--- src/rtl/clock_mon_pkg.sv ---
// Shared state encoding, default timing constants and the period tolerance check
// for the clock edge monitor.
package clock_mon_pkg;

   typedef enum logic [1:0] {
      ST_IDLE    = 2'd0,
      ST_ACQUIRE = 2'd1,
      ST_LOCKED  = 2'd2,
      ST_LOST    = 2'd3
   } state_t;

   localparam int DEF_EXP_PERIOD = 4;
   localparam int DEF_TIMEOUT    = 16;

   // True when |p - exp| <= tol, evaluated without signed wrap-around.
   function automatic logic within_tol(input int p, input int exp, input int tol);
      if (p >= exp) return ((p - exp) <= tol);
      else          return ((exp - p) <= tol);
   endfunction

endpackage

--- src/rtl/clock_edge_monitor_sync.sv ---
// Synchronizes the divided clock into clk_i and turns its edges into registered
// single-cycle rise/fall strobes.
module sync_edge_detect #(
   parameter int SYNC_STAGES = 2
) (
   input  logic clk_i,
   input  logic rst,
   input  logic clk_div_i,
   output logic rise_o,
   output logic fall_o
);

   logic [SYNC_STAGES-1:0] sync_q;
   logic                   hist_q;
   logic                   sync_lvl;

   assign sync_lvl = sync_q[SYNC_STAGES-1];

   always_ff @(posedge clk_i or posedge rst) begin
      if (rst) begin
         sync_q <= '0;
         hist_q <= 1'b0;
         rise_o <= 1'b0;
         fall_o <= 1'b0;
      end else begin
         sync_q <= {sync_q[SYNC_STAGES-2:0], clk_div_i};
         hist_q <= sync_lvl;
         rise_o <= sync_lvl & ~hist_q;
         fall_o <= ~sync_lvl & hist_q;
      end
   end

endmodule

--- src/rtl/clock_edge_monitor.sv ---
// Watches a divided clock from the clk_i domain: edge strobes, rise-to-rise
// period measurement and an IDLE/ACQUIRE/LOCKED/LOST lock tracker.
module clock_edge_monitor
   import clock_mon_pkg::*;
#(
   parameter int SYNC_STAGES = 2,
   parameter int CNT_W       = 8,
   parameter int EXP_PERIOD  = DEF_EXP_PERIOD,
   parameter int TOL         = 0,
   parameter int LOCK_COUNT  = 4,
   parameter int TIMEOUT     = DEF_TIMEOUT
) (
   input  logic             clk_i,
   input  logic             rst,
   input  logic             clk_div_i,
   output logic             rise_o,
   output logic             fall_o,
   output logic [CNT_W-1:0] period_o,
   output logic             locked_o,
   output logic             lost_o,
   output logic             err_o,
   output state_t           state_o
);

   localparam int               GW        = $clog2(LOCK_COUNT + 1);
   localparam logic [CNT_W-1:0] PCNT_MAX  = '1;
   localparam logic [CNT_W-1:0] TIMEOUT_V = CNT_W'(TIMEOUT);
   localparam logic [GW-1:0]    LAST_GOOD = GW'(LOCK_COUNT - 1);

   logic [CNT_W-1:0] pcnt;
   logic [GW-1:0]    good_cnt;
   logic             match;
   logic             timeout;
   state_t           state;

   sync_edge_detect #(
      .SYNC_STAGES (SYNC_STAGES)
   ) u_edge (
      .clk_i     (clk_i),
      .rst       (rst),
      .clk_div_i (clk_div_i),
      .rise_o    (rise_o),
      .fall_o    (fall_o)
   );

   assign match   = within_tol(int'(pcnt), EXP_PERIOD, TOL);
   assign timeout = (pcnt >= TIMEOUT_V);
   assign state_o = state;

   // The first rise after IDLE/LOST ends a gap, not a period, so it is not recorded.
   always_ff @(posedge clk_i or posedge rst) begin
      if (rst) begin
         pcnt     <= '0;
         period_o <= '0;
      end else if (rise_o) begin
         pcnt <= CNT_W'(1);
         if (state == ST_ACQUIRE || state == ST_LOCKED) period_o <= pcnt;
      end else if (pcnt != PCNT_MAX) begin
         pcnt <= pcnt + CNT_W'(1);
      end
   end

   // A rise always takes priority over the timeout in the same cycle.
   always_ff @(posedge clk_i or posedge rst) begin
      if (rst) begin
         state    <= ST_IDLE;
         good_cnt <= '0;
         locked_o <= 1'b0;
         lost_o   <= 1'b0;
         err_o    <= 1'b0;
      end else begin
         err_o <= 1'b0;
         case (state)
            ST_IDLE: begin
               if (rise_o) begin
                  state    <= ST_ACQUIRE;
                  good_cnt <= '0;
               end else if (timeout) begin
                  state  <= ST_LOST;
                  lost_o <= 1'b1;
               end
            end
            ST_ACQUIRE: begin
               if (rise_o) begin
                  if (!match) begin
                     good_cnt <= '0;
                  end else if (good_cnt == LAST_GOOD) begin
                     state    <= ST_LOCKED;
                     locked_o <= 1'b1;
                     good_cnt <= '0;
                  end else begin
                     good_cnt <= good_cnt + GW'(1);
                  end
               end else if (timeout) begin
                  state    <= ST_LOST;
                  lost_o   <= 1'b1;
                  good_cnt <= '0;
               end
            end
            ST_LOCKED: begin
               if (rise_o) begin
                  if (!match) begin
                     state    <= ST_ACQUIRE;
                     locked_o <= 1'b0;
                     err_o    <= 1'b1;
                     good_cnt <= '0;
                  end
               end else if (timeout) begin
                  state    <= ST_LOST;
                  locked_o <= 1'b0;
                  lost_o   <= 1'b1;
               end
            end
            ST_LOST: begin
               if (rise_o) begin
                  state    <= ST_ACQUIRE;
                  lost_o   <= 1'b0;
                  good_cnt <= '0;
               end
            end
            default: begin
               state    <= ST_IDLE;
               locked_o <= 1'b0;
               lost_o   <= 1'b0;
               good_cnt <= '0;
            end
         endcase
      end
   end

endmodule
--- config.mk ---
export PLATFORM = sky130hd
export DESIGN_NAME = clock_edge_monitor
export DESIGN_NICKNAME = d
export VERILOG_FILES = /design/src/rtl/clock_mon_pkg.sv /design/src/rtl/clock_edge_monitor_sync.sv /design/src/rtl/clock_edge_monitor.sv
export SDC_FILE = /design/constraint.sdc
export NUM_CORES = 1
export LEC_CHECK = 0
export CORE_UTILIZATION = 55
export CTS_BUF_LIST = sky130_fd_sc_hd__clkbuf_4
export DETAILED_ROUTE_END_ITERATION = 10
export PLACE_DENSITY = 0.85
export REMOVE_ABC_BUFFERS = 1
export SLEW_MARGIN = 10
export SYNTH_ARGS = -nofsm -noshare
export SYNTH_HDL_FRONTEND = slang
export SYNTH_SLANG_ARGS = --single-unit
--- constraint.sdc ---
create_clock -name clk_i -period 5.2 [get_ports clk_i]
set_clock_uncertainty 0.1 [all_clocks]
set_input_delay 1.04 -clock clk_i [delete_from_list [all_inputs] [get_ports clk_i]]
set_output_delay 1.04 -clock clk_i [all_outputs]
set_load 0.02 [all_outputs]
# Word-level counts from Yosys, hierarchy flattened

Index checks and enable logic that the tools add are counted.

Register bits: 29
Bits of input ports: 3
Output and inout bits: 15
Word-level logic and storage cells: 87

Add/subtract/negate cells: 4
$lt $le $gt $ge: 4
Equality and inequality tests: 19
Multiplexer cells: 34
Bitwise logic cells: 4
Reductions and logical operators: 11

Operator list:

| kind                                                               | number |
|---|---|
| 2-to-1 mux 3 bit                                                   | 7 |
| less-or-equal comparator 9 x 1 -> 1 bit (second input constant)    | 2 |
| 2-to-1 mux 2 bit                                                   | 8 |
| 2-to-1 mux 8 bit                                                   | 2 |
| 2-to-1 mux 1 bit                                                   | 13 |
| inequality test 2 x 1 -> 1 bit (second input constant)             | 6 |
| inequality test 3 bit (second input constant)                      | 3 |
| one-hot mux 3 bit (3 select lines)                                 | 1 |
| subtractor 3 x 8 -> 9 bit (first input constant)                   | 1 |
| subtractor 8 x 3 -> 9 bit (second input constant)                  | 1 |
| adder 8 x 1 -> 8 bit (second input constant)                       | 1 |
| greater-or-equal comparator 8 x 3 -> 1 bit (second input constant) | 1 |
| greater-or-equal comparator 8 x 5 -> 1 bit (second input constant) | 1 |
| inequality test 8 bit (second input constant)                      | 1 |
| one-hot mux 2 bit (4 select lines)                                 | 1 |
| AND reduction 4 bit                                                | 2 |
| inequality test 2 bit (second input constant)                      | 3 |
| inequality test 3 x 2 -> 1 bit (second input constant)             | 2 |
| AND reduction 6 bit                                                | 1 |
| == test 2 bit (second input constant)                              | 2 |
| one-hot mux 1 bit (2 select lines)                                 | 2 |
| nonzero test 2 bit                                                 | 2 |
| adder 3 x 1 -> 3 bit (second input constant)                       | 1 |
| == test 3 x 2 -> 1 bit (second input constant)                     | 1 |
| other kinds (9)                                                    | 11 |

# Longest topological paths before layout

Depth after elaboration: 6
Depth in mapped cells: 6
Gate-level depth less buffers: 6

# Hierarchy

Synthesis repeated with hierarchy kept, for this count alone.

Cell total of the unflattened synthesis: 140
Area, all modules: 1,395.1 µm²

Modules (own cells, without submodules):

| module             | instances | cells each | area an instance (µm²) | sequential area each (µm²) |
|---|---|---|---|---|
| clock_edge_monitor | 1         | 132        | 1,251.2                | 600.6 |
| sync_edge_detect   | 1         | 8          | 143.9                  | 125.1 |

# Worst setup path after synthesis

Ideal clock, no wire load.

Path type: reg-to-reg
From: reg pcnt[5]
To: reg good_cnt[2]
Setup time: 0.078 ns
Arrival: 1.790 ns
Data required time: 5.022 ns
Setup slack: 3.232 ns
Cell stages (with the launch flop): 6
Buffers on the path: 1
Clock period less this slack: 1.968 ns
Cells stage by stage: dfrtp_1 -> buf_6 -> or4_4 -> or4_4 -> or2_0 -> a21boi_1

Cells in the longest elaborated chain, start to end: 6
Elaborated cells on any way between the ends: 13
Classes of those cells: add/sub (2); order compare (4); eq/ne (2); mux (4); reduce/logical (1)

Ends and longest elaborated chain:

| element                                                                | RTL line                                 | text |
|---|---|---|
| from (decl)                                                            | clock_edge_monitor.sv:30                 | `logic [CNT_W-1:0] pcnt;` |
| from (signal assigned)                                                 | clock_edge_monitor.sv:59                 | `pcnt <= pcnt + CNT_W'(1);` |
| subtractor 3 x 8 -> 9 bit or subtractor 8 x 3 -> 9 bit (tied branches) | clock_mon_pkg.sv:18, clock_mon_pkg.sv:17 |  |
| less-or-equal comparator 9 x 1 -> 1 bit (on tied branches)             | clock_mon_pkg.sv:18, clock_mon_pkg.sv:17 |  |
| 2-to-1 mux 1 bit                                                       | clock_mon_pkg.sv:17                      | `if (p >= exp) return ((p - exp) <= tol);` |
| 2-to-1 mux 3 bit                                                       | clock_edge_monitor.sv:85                 | `if (!match) begin` |
| 2-to-1 mux 3 bit                                                       | clock_edge_monitor.sv:84                 | `if (rise_o) begin` |
| one-hot mux 3 bit (3 select lines)                                     | clock_edge_monitor.sv:73                 | `case (state)` |
| to (signal assigned)                                                   | clock_edge_monitor.sv:92                 | `good_cnt <= good_cnt + GW'(1);` |
| to (decl)                                                              | clock_edge_monitor.sv:31                 | `logic [GW-1:0] good_cnt;` |

Parallel ways exist; a longest one is shown, timed or not.
A chain may end at the register's enable or synchronous reset.

# Worst setup path in the final report

From: reg u_edge.rise_o
To: out rise_o

RTL lines:

| element                | RTL line                      | text |
|---|---|---|
| from (decl)            | clock_edge_monitor_sync.sv:9  | `output logic rise_o,` |
| from (signal assigned) | clock_edge_monitor_sync.sv:28 | `rise_o <= sync_lvl & ~hist_q;` |
| to (decl)              | clock_edge_monitor.sv:16      | `output logic rise_o,` |

No word-level cell between the ends.

==> results.json <==
{
  "critical_path_class": "reg2out",
  "crit_arrival_ps": 1720,
  "power_frac_comb": 0.376,
  "antenna_found_initial": 0,
  "pwr_density_cell_mw_per_mm2": 491,
  "grtUsageTotal": 0.248,
  "post-route-min-period_ps": 2860,
  "clock-sinks": 29,
  "ir_worst_vdd_mv": 0.370,
  "worst_pin_slew_ps": 986,
  "numCtsBuffers": 5,
  "grt_use_met2": 0.389,
  "drt_first_pass_iters": 4,
  "seq_area_frac_synth": 0.529,
  "gp_congestion": 0.880,
  "fin_crit_sh": 0.550,
  "cts_root_buffer": "clkbuf_4",
  "clkPwrFrac": 0.226,
  "r2r_slack_ps": 3110,
  "rsz0062_at_grt": "false",
  "p_switching_uw": 285,
  "yosys_warnings": 0,
  "maxSlewViolCount": 0,
  "min_path_type": "reg2reg",
  "worst-path-max-fanout": 17,
  "vias_per_cell": 6.12,
  "slew_headroom": 0.339,
  "htreeDepth": 2,
  "hp-start": "u_edge.sync_q[0]",
  "synth-async-reset-ratio": 1.00,
  "die_w_um": 52.0,
  "end_kind": "primary output",
  "ys_types": 36,
  "syn_area_sq_mm": 0.00137,
  "die_y_um": 52.0,
  "rows": 17,
  "final.setup.tns_ps": 0,
  "dieArea_sq_mm": 0.00270,
  "drive_gt1_frac": 0.128,
  "post-route-drc-count": 0,
  "avgSynthCellArea_sq_um": 10.8,
  "drtIter0Drc": 44,
  "r2r-start": "pcnt[7]",
  "p_sw_frac": 0.355,
  "io_buffers": 17,
  "synth-main-ff-cell": "dfrtp_1",
  "ctsHoldBuffers": 0,
  "nNetsFinal": 157,
  "outcome": "complete, no violations",
  "cellLeakagePower_nw": 0.738,
  "slowest_delay_ps": 710,
  "startpoint": "u_edge.rise_o",
  "crit_chain": "clkdlybuf4s50_1",
  "top_usage_layer": "met2",
  "grt_overflow": 0,
  "place_area_sq_mm": 0.00156,
  "postCtsSetupRepairBufs": 0,
  "synth_seq_cells": 29,
  "met1_usage": 0.302,
  "path_buf_inv": 1,
  "dp_hpwl_um": 1880,
  "vias": 1083,
  "seqPwrFrac": 0.398,
  "start_util": 0.603,
  "required_ps": 4060,
  "grt_pass1_wl_um": 4640,
  "postCtsResizedCells": 0,
  "grt_max_degree": 30,
  "ant_nets": 0,
  "cts_buffer_depth": 2,
  "critPathSlowestCell": "clkdlybuf4s50_1",
  "fmax_ghz": 0.350,
  "wl_per_cell_um": 14.9,
  "hold_viol": 0,
  "setup_violations": 0,
  "grt_pass1_vias": 1018,
  "maxCapViolCount": 0,
  "core_sq_mm": 0.00228,
  "cts_tree": "done",
  "critical-path-top-delay-family": "buffers and inverters",
  "area_growth_pct": 19.3,
  "clk_latency_ps": 330,
  "diodes": 0,
  "postSynthCellCount": 127,
  "internal-power_uw": 519,
  "io_pins": 18,
  "synth_edf_count": 0,
  "cts.reportedPaths.clkPinSlew_ps": 90,
  "crit_path_start_kind": "flip-flop",
  "drt-total-wl_um": 2630,
  "final_area_sq_mm": 0.00164,
  "met3_usage": 0.0877
}
[worst reg2reg max path, stage by stage, from the launching register on]
cell,delay (ps)
dfrtp_1,470
or4_4,590
or4_4,510
or2_0,220
a21boi_1,130
[power by group through the flow]
stage | Combinational, mW | Clock [mW] | Sequential [mW]
final | 0.302 | 0.182 | 0.320
after global routing | 0.331 | 0.193 | 0.330
after CTS | 0.302 | 0.186 | 0.320
after detailed placement | 0.299 | 0 | 0.325
after floorplan | 0.159 | 0 | 0.354
after global placement | 0.289 | 0 | 0.320
[cells in the mapped netlist (2+ instances only)]
cell,number,area [sq um]
dfrtp_1,29,726
inv_1,8,30.0
mux2_2,8,90.1
o21ai_0,8,40.0
nand2_1,7,26.3
nor2_1,7,26.3
a21oi_1,6,30.0
ha_1,6,75.1
nor3_1,6,30.0
a31oi_1,4,25.0
nand3_1,3,15.0
nor2b_1,3,18.8
a211oi_1,2,15.0
a22oi_1,2,15.0
clkbuf_1,2,7.51
nand2b_1,2,12.5
nor3b_1,2,15.0
nor4_1,2,12.5
or2_2,2,12.5
or4_4,2,22.5
[final cells by class]
| class | instances | area (sq um) |
|---|---|---|
| Sequential cell | 29 | 726 |
| Inverter | 8 | 30.0 |
| Multi-Input combinational cell | 87 | 598 |
| Timing Repair Buffer | 17 | 170 |
| Clock inverter | 2 | 33.8 |
| Clock buffer | 6 | 45.0 |
| Fill cell | 161 | 638 |
| Tap cell | 28 | 35.0 |
[flip-flops by register name, indices dropped and copies added, names as in the netlist]
name           count
err_o              1
good_cnt           3
locked_o           1
lost_o             1
pcnt               8
period_o           8
state_o            2
u_edge.fall_o      1
u_edge.hist_q      1
u_edge.rise_o      1
u_edge.sync_q      2
[placed cells by master, fill, tap and decap left out, types with 2 or more instances in the layout]
cell type	n
dfrtp_1	29
clkdlybuf4s50_1	17
o21ai_0	8
mux2_2	8
inv_1	7
nor2_1	7
nand2_1	7
nor3_1	6
a21oi_1	6
ha_1	6
clkbuf_4	6
a31oi_1	4
nand3_1	3
nor2b_1	3
or2_2	2
or4_4	2
nand2b_1	2
nor4_1	2
a211oi_1	2
clkinv_1	2
nor3b_1	2
a22oi_1	2
[through the flow]
step	worst slack, ps	utilization	hold slack (ps)	power (mW)	cells
detailed placement	2720	0.685	237	0.624	169
finish	2340	0.720	255	0.804	177
global route	2280	0.720	262	0.853	177
floorplan	3230	-	231	0.512	124
global placement	2740	0.685	235	0.609	169
CTS	2340	0.720	258	0.808	177
[routing by layer]
metal  vias up  routed length (um)
li1        503                   -
met1       538                1110
met2        29                1310
met3        13                 135
met4         0                  68
met5         -                   0
[final timing paths]
| check | cells after the start | endpoint |
|---|---|---|
| max | 1 | rise_o |
| max in group asynchronous | 2 | lost_o |
| min reg2reg | 0 | u_edge.sync_q[1] |
| min in group asynchronous | 2 | u_edge.rise_o |
| max reg2reg | 4 | good_cnt[2] |
| min | 0 | u_edge.sync_q[1] |
[logic make-up (layout without fill, tap and decap cells)]
family                   Yosys count  in the layout  share of synthesized area
XOR/XNOR                           2              2                     0.0128
AO/OA/AOI/OAI                     31             31                      0.144
AND/OR/NAND/NOR                   40             40                      0.159
adder cells (fa/ha/maj)            6              6                     0.0547
buffers and inverters             11             33                     0.0356
flip-flops                        29             29                      0.529
multiplexers                       8              8                     0.0656
No activity file was read; power rests on OpenSTA's default activity.
